### src/rtl/teclado_pkg.sv
`default_nettype none
// ============================================================================
// Module : teclado_pkg
// Purpose: Shared types and helpers for the teclado_scan keypad scanner.
//          - scan FSM state encoding
//          - frame-result kind encoding
//          - constant-foldable ceil(log2) helper
// Ports  : none (package)
// Rev    : 1.0 - initial parametrised release
// ============================================================================
package teclado_pkg;

  typedef enum logic [1:0] {
    ST_IDLE  = 2'd0,
    ST_DRIVE = 2'd1,
    ST_EVAL  = 2'd2
  } state_e;

  typedef enum logic [1:0] {
    RES_NONE = 2'd0,
    RES_KEY  = 2'd1,
    RES_MULT = 2'd2
  } res_e;

  // ceil(log2(v)); returns 0 for v <= 1.
  function automatic int clog2(input int v);
    int r;
    r = 0;
    for (int i = 0; i < 31; i++) begin
      if ((32'sd1 <<< i) < v) r = i + 1;
    end
    return r;
  endfunction

endpackage
`default_nettype wire

### src/rtl/teclado_sync.sv
`default_nettype none
// ============================================================================
// Module : teclado_sync
// Purpose: W-bit two-flop synchroniser for the asynchronous row lines.
//          Resets to all ones (the idle level of the active-low rows).
// Ports  : clk      - clock
//          rst_n    - asynchronous active-low reset
//          async_i  - asynchronous input bus
//          sync_o   - synchronised output bus (2-cycle latency)
// Rev    : 1.0 - initial parametrised release
// ============================================================================
module teclado_sync #(
  parameter int W = 4
) (
  input  logic         clk,
  input  logic         rst_n,
  input  logic [W-1:0] async_i,
  output logic [W-1:0] sync_o
);

  logic [W-1:0] meta_q;
  logic [W-1:0] sync_q;

  always_ff @(posedge clk or negedge rst_n) begin
    if (!rst_n) begin
      meta_q <= '1;
      sync_q <= '1;
    end else begin
      meta_q <= async_i;
      sync_q <= meta_q;
    end
  end

  assign sync_o = sync_q;

endmodule
`default_nettype wire

### src/rtl/teclado_scan.sv
`default_nettype none
// ============================================================================
// Module : teclado_scan
// Purpose: Matrix keypad scanner. Drives one column low at a time, samples the
//          synchronised active-low rows, debounces whole-frame results and
//          emits registered press / release / auto-repeat events.
// Ports  : clk          - clock (posedge)
//          rst_n        - asynchronous active-low reset
//          en           - scan enable; low parks the scanner in IDLE
//          linha        - row lines, active-low, asynchronous
//          coluna       - column drive, one-cold while scanning
//          tecla_cod    - key code (lin*N_COL + col) of current/last event
//          tecla_valida - 1-cycle pulse: press accepted or auto-repeat
//          tecla_solta  - 1-cycle pulse: release accepted
//          tecla_ativa  - level: stable state is a single key
//          multipla     - level: stable state is several keys
// Rev    : 1.0 - initial parametrised release
// ============================================================================
module teclado_scan
  import teclado_pkg::*;
#(
  parameter  int N_LIN         = 4,
  parameter  int N_COL         = 4,
  parameter  int SETTLE_CYC    = 8,
  parameter  int DEB_FRAMES    = 3,
  parameter  int REPEAT_FRAMES = 0,
  localparam int CW            = (clog2(N_LIN * N_COL) < 1) ? 1 : clog2(N_LIN * N_COL)
) (
  input  logic             clk,
  input  logic             rst_n,
  input  logic             en,
  input  logic [N_LIN-1:0] linha,
  output logic [N_COL-1:0] coluna,
  output logic [CW-1:0]    tecla_cod,
  output logic             tecla_valida,
  output logic             tecla_solta,
  output logic             tecla_ativa,
  output logic             multipla
);

  localparam int COLW = (clog2(N_COL) < 1) ? 1 : clog2(N_COL);
  localparam int SW   = (clog2(SETTLE_CYC) < 1) ? 1 : clog2(SETTLE_CYC);
  localparam int RW   = (clog2(REPEAT_FRAMES + 1) < 1) ? 1 : clog2(REPEAT_FRAMES + 1);
  localparam logic [3:0]      DEB_W    = 4'(DEB_FRAMES);
  localparam logic [SW-1:0]   SET_LAST = SW'(SETTLE_CYC - 1);
  localparam logic [COLW-1:0] COL_LAST = COLW'(N_COL - 1);

  // --------------------------------------------------------------------------
  // Row synchroniser
  // --------------------------------------------------------------------------
  logic [N_LIN-1:0] linha_s;

  teclado_sync #(.W(N_LIN)) u_sync (
    .clk     (clk),
    .rst_n   (rst_n),
    .async_i (linha),
    .sync_o  (linha_s)
  );

  // --------------------------------------------------------------------------
  // State
  // --------------------------------------------------------------------------
  state_e           state_q, state_d;
  logic [COLW-1:0]  col_q, col_d;
  logic [SW-1:0]    settle_q, settle_d;
  logic [N_COL-1:0] coluna_q, coluna_d;
  logic [1:0]       found_q, found_d;      // saturates at 2
  logic [CW-1:0]    first_q, first_d;
  res_e             prev_kind_q, prev_kind_d;
  logic [CW-1:0]    prev_code_q, prev_code_d;
  logic [3:0]       deb_q, deb_d;
  res_e             stab_kind_q, stab_kind_d;
  logic [CW-1:0]    stab_code_q, stab_code_d;
  logic [RW-1:0]    rep_q, rep_d;
  logic [CW-1:0]    cod_q, cod_d;
  logic             valida_q, valida_d;
  logic             solta_q, solta_d;

  // --------------------------------------------------------------------------
  // Per-column sample: number of low rows (capped at 2) and the lowest row.
  // --------------------------------------------------------------------------
  int            col_n;
  int            col_first;
  logic [CW-1:0] col_code;

  always_comb begin
    col_n     = 0;
    col_first = 0;
    for (int l = N_LIN - 1; l >= 0; l--) begin
      if (!linha_s[l]) begin
        col_first = l;
        if (col_n < 2) col_n = col_n + 1;
      end
    end
    col_code = CW'(col_first * N_COL + int'(col_q));
  end

  // --------------------------------------------------------------------------
  // Frame result seen at EVAL; code normalised to 0 unless a single key so
  // NONE/MULT compare equal regardless of which keys made them.
  // --------------------------------------------------------------------------
  res_e          res_kind;
  logic [CW-1:0] res_code;

  always_comb begin
    res_kind = RES_NONE;
    res_code = '0;
    if (found_q == 2'd1) begin
      res_kind = RES_KEY;
      res_code = first_q;
    end else if (found_q != 2'd0) begin
      res_kind = RES_MULT;
    end
  end

  // --------------------------------------------------------------------------
  // Next-state logic
  // --------------------------------------------------------------------------
  logic [3:0] deb_nx;
  int         found_sum;

  always_comb begin
    state_d     = state_q;
    col_d       = col_q;
    settle_d    = settle_q;
    found_d     = found_q;
    first_d     = first_q;
    prev_kind_d = prev_kind_q;
    prev_code_d = prev_code_q;
    deb_d       = deb_q;
    stab_kind_d = stab_kind_q;
    stab_code_d = stab_code_q;
    rep_d       = rep_q;
    cod_d       = cod_q;
    valida_d    = 1'b0;
    solta_d     = 1'b0;
    deb_nx      = '0;
    found_sum   = 0;

    case (state_q)
      ST_IDLE: begin
        if (en) begin
          state_d  = ST_DRIVE;
          col_d    = '0;
          settle_d = '0;
          found_d  = '0;
          first_d  = '0;
        end
      end

      ST_DRIVE: begin
        if (!en) begin
          state_d = ST_IDLE;
        end else if (settle_q == SET_LAST) begin
          found_sum = int'(found_q) + col_n;
          found_d   = (found_sum >= 2) ? 2'd2 : 2'(found_sum);
          if (found_q == 2'd0 && col_n != 0) first_d = col_code;
          settle_d = '0;
          if (col_q == COL_LAST) state_d = ST_EVAL;
          else                   col_d   = col_q + 1'b1;
        end else begin
          settle_d = settle_q + 1'b1;
        end
      end

      ST_EVAL: begin
        if (!en) begin
          state_d = ST_IDLE;
        end else begin
          if (res_kind == prev_kind_q && res_code == prev_code_q)
            deb_nx = (deb_q >= DEB_W) ? DEB_W : deb_q + 1'b1;
          else
            deb_nx = 4'd1;
          deb_d       = deb_nx;
          prev_kind_d = res_kind;
          prev_code_d = res_code;

          if (deb_nx == DEB_W && (res_kind != stab_kind_q || res_code != stab_code_q)) begin
            if (res_kind == RES_KEY) begin
              valida_d = 1'b1;
              cod_d    = res_code;
            end else if (res_kind == RES_NONE && stab_kind_q == RES_KEY) begin
              solta_d = 1'b1;
              cod_d   = stab_code_q;
            end
            stab_kind_d = res_kind;
            stab_code_d = res_code;
            rep_d       = '0;
          end else if (REPEAT_FRAMES > 0 && stab_kind_q == RES_KEY) begin
            if (int'(rep_q) >= REPEAT_FRAMES - 1) begin
              valida_d = 1'b1;
              cod_d    = stab_code_q;
              rep_d    = '0;
            end else begin
              rep_d = rep_q + 1'b1;
            end
          end

          state_d  = ST_DRIVE;
          col_d    = '0;
          settle_d = '0;
          found_d  = '0;
          first_d  = '0;
        end
      end

      default: state_d = ST_IDLE;
    endcase

    // Column drive is registered from the next state so it lines up with the
    // first cycle of each DRIVE column.
    coluna_d = '1;
    if (state_d == ST_DRIVE) coluna_d[col_d] = 1'b0;
  end

  // --------------------------------------------------------------------------
  // Registers
  // --------------------------------------------------------------------------
  always_ff @(posedge clk or negedge rst_n) begin
    if (!rst_n) begin
      state_q     <= ST_IDLE;
      col_q       <= '0;
      settle_q    <= '0;
      coluna_q    <= '1;
      found_q     <= '0;
      first_q     <= '0;
      prev_kind_q <= RES_NONE;
      prev_code_q <= '0;
      deb_q       <= '0;
      stab_kind_q <= RES_NONE;
      stab_code_q <= '0;
      rep_q       <= '0;
      cod_q       <= '0;
      valida_q    <= 1'b0;
      solta_q     <= 1'b0;
    end else begin
      state_q     <= state_d;
      col_q       <= col_d;
      settle_q    <= settle_d;
      coluna_q    <= coluna_d;
      found_q     <= found_d;
      first_q     <= first_d;
      prev_kind_q <= prev_kind_d;
      prev_code_q <= prev_code_d;
      deb_q       <= deb_d;
      stab_kind_q <= stab_kind_d;
      stab_code_q <= stab_code_d;
      rep_q       <= rep_d;
      cod_q       <= cod_d;
      valida_q    <= valida_d;
      solta_q     <= solta_d;
    end
  end

  assign coluna       = coluna_q;
  assign tecla_cod    = cod_q;
  assign tecla_valida = valida_q;
  assign tecla_solta  = solta_q;
  assign tecla_ativa  = (stab_kind_q == RES_KEY);
  assign multipla     = (stab_kind_q == RES_MULT);

endmodule
`default_nettype wire

### config.mk
export PLATFORM = sky130hd
export DESIGN_NAME = teclado_scan
export DESIGN_NICKNAME = d
export VERILOG_FILES = /design/src/rtl/teclado_pkg.sv /design/src/rtl/teclado_sync.sv /design/src/rtl/teclado_scan.sv
export SDC_FILE = /design/constraint.sdc
export NUM_CORES = 1
export LEC_CHECK = 0
export CAP_MARGIN = 20
export CORE_MARGIN = 2
export CORE_UTILIZATION = 39
export CTS_CLUSTER_DIAMETER = 50
export CTS_CLUSTER_SIZE = 24
export DETAILED_ROUTE_END_ITERATION = 8
export PLACE_DENSITY = 0.68
export SYNTH_ARGS = -nofsm -noshare
export SYNTH_HDL_FRONTEND = slang
export SYNTH_HIERARCHICAL = 1
export SYNTH_SLANG_ARGS = --single-unit
### constraint.sdc
create_clock -name clk -period 2.51 [get_ports clk]
set_input_delay 0.3765 -clock clk [delete_from_list [all_inputs] [get_ports clk]]
set_output_delay 0.3765 -clock clk [all_outputs]
set_load 0.005 [all_outputs]
# Yosys cells after proc, flatten, opt, wreduce, memory -nomap -nowiden
# Index checks and enable logic that the tools add are counted.
totals:
  regBits: 47
  elab_cells: 127
  output_inout_bits: 12
  in_bits: 7
classes:
  muxes: 57
  bitwise_logic: 1
  n_eq_ne: 18
  magnitude_cmp: 7
  n_reduce_logical: 20
  add_sub_neg: 8
ops:
  columns: ["operator", "count"]
  rows:
  - ["$mux 32", 6]
  - ["$add 32x2->32 const B", 3]
  - ["$lt 32x3->1 const B", 3]
  - ["$mux 4", 12]
  - ["$mux 2", 18]
  - ["$add 3x32->32", 1]
  - ["$ge 32x3->1 const B", 1]
  - ["$reduce_bool 32->1", 1]
  - ["$mux 1", 12]
  - ["$eq 2x1->1 const B", 5]
  - ["$mux 3", 3]
  - ["$pmux 2 s2", 2]
  - ["$pmux 4 s2", 1]
  - ["$reduce_and 4->1", 2]
  - ["$eq 2x2->1 const B", 3]
  - ["$logic_not 2->1", 3]
  - ["$ne 2x2->1 const B", 3]
  - ["$pmux 2 s3", 1]
  - ["$pmux 3 s2", 1]
  - ["$reduce_and 3->1", 2]
  - ["$reduce_bool 2->1", 3]
  - ["$logic_and 1x1->1", 5]
  - ["$reduce_and 5->1", 1]
  - ["$add 4x1->4 const B", 1]
  - ["18 further kinds", 18]

# Longest topological paths before layout
depth:
  depth_word: 16
  mapped_depth: 12
  mapped_depth_nobuf: 12

# Cells and area by module
# The synthesis kept the hierarchy.
modules_own_cells:
  columns: ["module", "area_each_um2", "cells_each", "n_inst", "seq_area_each_um2"]
  rows:
  - ["teclado_scan", 2163.3, 221, 1, 980.9]
  - ["teclado_sync", 210.2, 8, 1, 210.2]

# Worst setup path after synthesis
# OpenSTA, ideal clock, no wires.
synth_path:
  path_kind: "register to register"
  startpoint: "register u_sync.sync_q[2] (netlist: u_sync/sync_o[2])"
  endpoint: "register found_q[0]"
  arrival_ns: 2.592
  setup_slack_ns: -0.149
  stages_incl_launch_ff: 12
  n_path_buf: 0
  setup_time_ns: 0.067
  required_time_ns: 2.443
  synth_period_minus_slack_ns: 2.659
  cell_sequence: "dfstp_2 > inv_1 > ha_1 > mux2_2 > ha_1 > a21o_1 > inv_1 > fa_1 > a211oi_1 > mux2i_1 > nor2b_1 > a32o_1"
synth_between:
  elab_chain_cells: 13
  word_cells_on_any_way: 15
  classes_between: "add/sub (3); order compare (3); mux (9)"
synth_rtl:
  columns: ["item", "line_no", "text"]
  rows:
  - ["start, declared", "teclado_sync.sv:22", "logic [W-1:0] sync_q;"]
  - ["start signal, assigned", "teclado_sync.sv:30", "sync_q <= meta_q;"]
  - ["$mux 32 (*)", "teclado_scan.sv:90", "if (!linha_s[l]) begin"]
  - ["$add 32x2->32 or $lt 32x3->1 (tied branches)", "teclado_scan.sv:92", "if (col_n < 2) col_n = col_n + 1;"]
  - ["$mux 32", "teclado_scan.sv:92", null]
  - ["$mux 32 (*)", "teclado_scan.sv:90", null]
  - ["$add 32x2->32 or $lt 32x3->1 (tied branches)", "teclado_scan.sv:92", null]
  - ["$mux 32", "teclado_scan.sv:92", null]
  - ["$mux 32 (*)", "teclado_scan.sv:90", null]
  - ["$add 3x32->32 (*)", "teclado_scan.sv:155", "found_sum = int'(found_q) + col_n;"]
  - ["$ge 32x3->1", "teclado_scan.sv:156", "found_d = (found_sum >= 2) ? 2'd2 : 2'(found_sum);"]
  - ["$mux 2 (*)", "teclado_scan.sv:156", null]
  - ["$mux 2 (*)", "teclado_scan.sv:154", "end else if (settle_q == SET_LAST) begin"]
  - ["$mux 2 (*)", "teclado_scan.sv:152", "if (!en) begin"]
  - ["$pmux 2 s2 (*)", "teclado_scan.sv:140", "case (state_q)"]
  - ["end signal, assigned", "teclado_scan.sv:241", "found_q <= found_d;"]
  - ["end, declared", "teclado_scan.sv:67", "logic [1:0] found_q, found_d;"]
# Every way passes the cells marked *; elsewhere a longest branch is shown, timed or not. The select of a mux whose other input is x is not followed.
# A chain may end at the register's enable or synchronous reset.

# Final worst setup path
layout_path:
  startpoint: "register u_sync.sync_q[3] (netlist: u_sync/sync_o[3])"
  endpoint: "register found_q[0]"
layout_between:
  elab_chain_cells: 16
  word_cells_on_any_way: 19
  classes_between: "add/sub (4); order compare (4); mux (11)"
layout_rtl:
  columns: ["item", "line_no"]
  rows:
  - ["$mux 1 (*)", "teclado_scan.sv:90"]
  - ["$add 32x2->32 or $lt 32x3->1 (tied branches)", "teclado_scan.sv:92"]
  - ["$mux 32", "teclado_scan.sv:92"]
  - ["$mux 32 (*)", "teclado_scan.sv:90"]
  - ["$add 32x2->32 or $lt 32x3->1 (tied branches)", "teclado_scan.sv:92"]
  - ["$mux 32", "teclado_scan.sv:92"]
  - ["$mux 32 (*)", "teclado_scan.sv:90"]
  - ["$add 32x2->32 or $lt 32x3->1 (tied branches)", "teclado_scan.sv:92"]
  - ["$mux 32", "teclado_scan.sv:92"]
  - ["$mux 32 (*)", "teclado_scan.sv:90"]
  - ["$add 3x32->32 (*)", "teclado_scan.sv:155"]
  - ["$ge 32x3->1", "teclado_scan.sv:156"]
  - ["$mux 2 (*)", "teclado_scan.sv:156"]
  - ["$mux 2 (*)", "teclado_scan.sv:154"]
  - ["$mux 2 (*)", "teclado_scan.sv:152"]
  - ["$pmux 2 s2 (*)", "teclado_scan.sv:140"]
# Marked as above.

==> reports/metrics.cfg <==
[routing]
drtIter0Drc=98
drc=0
wl_mm=4.584
vias=1758
wire_per_inst_um=13.48
vias_per_cell=5.171
drtAntennaViolNets=0
drtPass1Iterations=4

[global_route]
grt_max_degree=21
grt_pass1_wl_mm=7.955
grt_overflow=0
track_usage_pct=15.40
grt_pass1_vias=1676
antenna_found_initial=0

[pwr]
p_leak_nw=1.262
vdd_ir_drop_max_v=0.0002596
p_per_area_nw_per_um2=515.6

[layout]
nFillCells=555
layout-drive-gt1-share_pct=21.89
seq_area_um2=1191
fin_area_um2=2888
syn2layout_area_growth_pct=21.67
fin_util_pct=49.06
diodes=0
layout.nets=282
multi_input_area_um2=1116

[sta]
rsz0062_at_grt=true
hold_viol=0
slew_headroom_pct=69.29
worst_slew_pin_slew_ns=0.4558
setup_slack_ns=-0.02406
report.final.slew_viol_count=0
tns_ns=-0.02406
clock_skew_ns=0.01392
min_period_over_period_pct=101.0
fmaxAchievable_ghz=0.3946
finalSetupViolations=1
post-route-min-period_ns=2.534

[logic_synthesis]
synth_area_leader_cell=dfrtp_1
ys.flop_type=dfrtp_1
synth_cells=229
synth_edf_count=0
synth_seq_cells=47
syn_nets=247
synth_area_um2=2374
ys_seq_area_share_pct=50.18
async_flop_share_pct=100.0
ys_types=51
syn_area_per_cell_um2=10.36
synth.area.top_cells=dfrtp_1 37%, dfstp_2 13%, ha_1 5.3%
synth_top_area_share_pct=36.90
ys.warnings.count=6

[clock_network]
insertion_delay_ns=0.30
clockBufferDepth=2
cts_num_sinks=47
clk_pin_slew_ns=0.08
htreeDepth=2
cts_root_buffer=clkbuf_8
cts_buffers=5
cts_tree=done

[worst_setup_path]
required_ns=2.74
cp_data_arrival_time_ns=2.77
crit_type=register to register
crit_path_start_kind=register
end_kind=register
cp_max_fo=3

[status]
status=finished with violations
failed_checks=setup timing

[placed_design]
routabilityCongestion=0.8579
port_buffers=18
postPlaceCellArea_um2=2735
dpl.hpwl_mm=3.346

[floorplan]
dieArea_um2=6726
die_y_um=82.01
fp.dieW_um=82.01
num_io_pins=19
rows=28
core-area_um2=5886
start_util_pct=40.33

[job]
maxCapViolCount=0

[worst_hold_path]
hp-class=register to register

-- power breakdown --
group	total, mW	switching, mW	leakage [nW]	internal, mW
clock	0.537	0.239	0.0524	0.298
sequential	0.812	0.0266	0.593	0.785
combinational	0.140	0.0685	0.616	0.0716
-- worst paths after layout --
check                           cells after the start  slack, ns        startpoint                to
worst max-delay path                               11      -0.02  u_sync/sync_o[3]        found_q[0]
worst min-delay path                                0       0.36  u_sync/meta_q[2]  u_sync/sync_o[2]
worst max register to register                     11      -0.02  u_sync/sync_o[3]        found_q[0]
worst min register to register                      0       0.36  u_sync/meta_q[2]  u_sync/sync_o[2]
max in group asynchronous                           3       1.35             rst_n         coluna[3]
min in group asynchronous                           2       0.52             rst_n        found_q[1]
-- cells in the final DEF, fill, tap and decap left out, drive strengths merged, types with 5 or more instances in the layout --
cell	count
dfrtp	35
nand2	23
o21ai	23
buf	18
clkdlybuf4s50	17
inv	17
nor2	13
dfstp	12
ha	10
nor2b	7
clkbuf	7
a31oi	6
xnor2	6
and2	5
o22ai	5
mux2i	5
nor3	5
mux2	5
-- stage by stage --
step / power, mW / hold WS [ns] / worst slack, ns / std cells
floorplan: 0.9014 / 0.08091 / 0.03969 / 229
global route: 1.565 / 0.3623 / -0.1589 / 340
detailed placement: 0.9554 / 0.3000 / -0.09097 / 328
finish: 1.489 / 0.3578 / -0.02406 / 340
CTS: 1.504 / 0.3588 / -0.02594 / 338
global placement: 0.9508 / 0.3001 / 0.02200 / 328
-- cell families after synthesis --
family / count (synthesis) / synth area share, %
AND/OR/NAND/NOR: 73 / 16.61
XOR/XNOR: 7 / 2.583
adder cells (fa/ha/maj): 11 / 6.115
flip-flops: 47 / 50.18
AO/OA/AOI/OAI: 55 / 14.50
buffers and inverters: 26 / 5.376
multiplexers: 10 / 4.639
-- what timing repair did --
| action | 4_1_cts | 5_1_grt |
|---|---|---|
| setup buffers | 1 | 2 |
| resized for setup | 3 | 4 |
| hold buffers | 1 | 0 |
| pin swaps | 0 | 0 |
| endpoints found under the hold margin | 5 | 0 |
| endpoints found under the setup margin | 2 | 3 |
-- worst max-delay path, cell delays in order, from the launching register on --
cell and delay [ns]:
dfstp_2 0.55, inv_2 0.05, ha_4 0.24, mux2_4 0.27
ha_4 0.27, a21o_1 0.13, inv_2 0.04, fa_2 0.35
a211oi_2 0.17, mux2i_2 0.11, nor2b_4 0.12, a32o_1 0.16
-- flip-flops by register name, indices dropped and copies added, names as in the netlist --
signal	flops
tecla_solta	1
prev_code_q	4
settle_q	3
state_q	2
tecla_cod	4
coluna	4
col_q	2
u_sync/sync_o	4
stab_kind_q	2
first_q	4
deb_q	4
found_q	2
prev_kind_q	2
tecla_valida	1
u_sync/meta_q	4
stab_code_q	4
-- cells in the mapped netlist (2+ instances only) --
cell and instances:
buf_6 3, o21ai_0 23, buf_2 3, nand3b_1 2, nor3_1 4, a22oi_1 3, mux2i_1 5, nor2b_1 7
dfrtp_1 35, and3_1 3, and2_1 5, nand2_1 23, a21oi_1 4, a31oi_1 6, inv_1 17, dfstp_2 12
ha_1 10, nand4_1 2, nor4bb_1 2, o22ai_1 5, nand3_1 3, o31ai_1 3, mux2_2 4, xnor2_1 6
nor2_1 13
-- final cells by class --
class / instances / area share, %
timing repair buffer: 36 / 10.83
inverter: 18 / 2.340
multi-input combinational: 156 / 38.65
clock buffer: 7 / 2.643
clock inverter: 1 / 1.040
sequential: 47 / 41.25
tap: 75 / 3.250
-- routing by layer --
layer	global-route usage, %	vias up	wire [µm]
li1	-	873	-
met1	20.28	848	2172
met2	25.04	31	2225
met3	3.516	6	138
met4	5.167	0	46
met5	0	-	0
(Power assumes the default switching activity.)
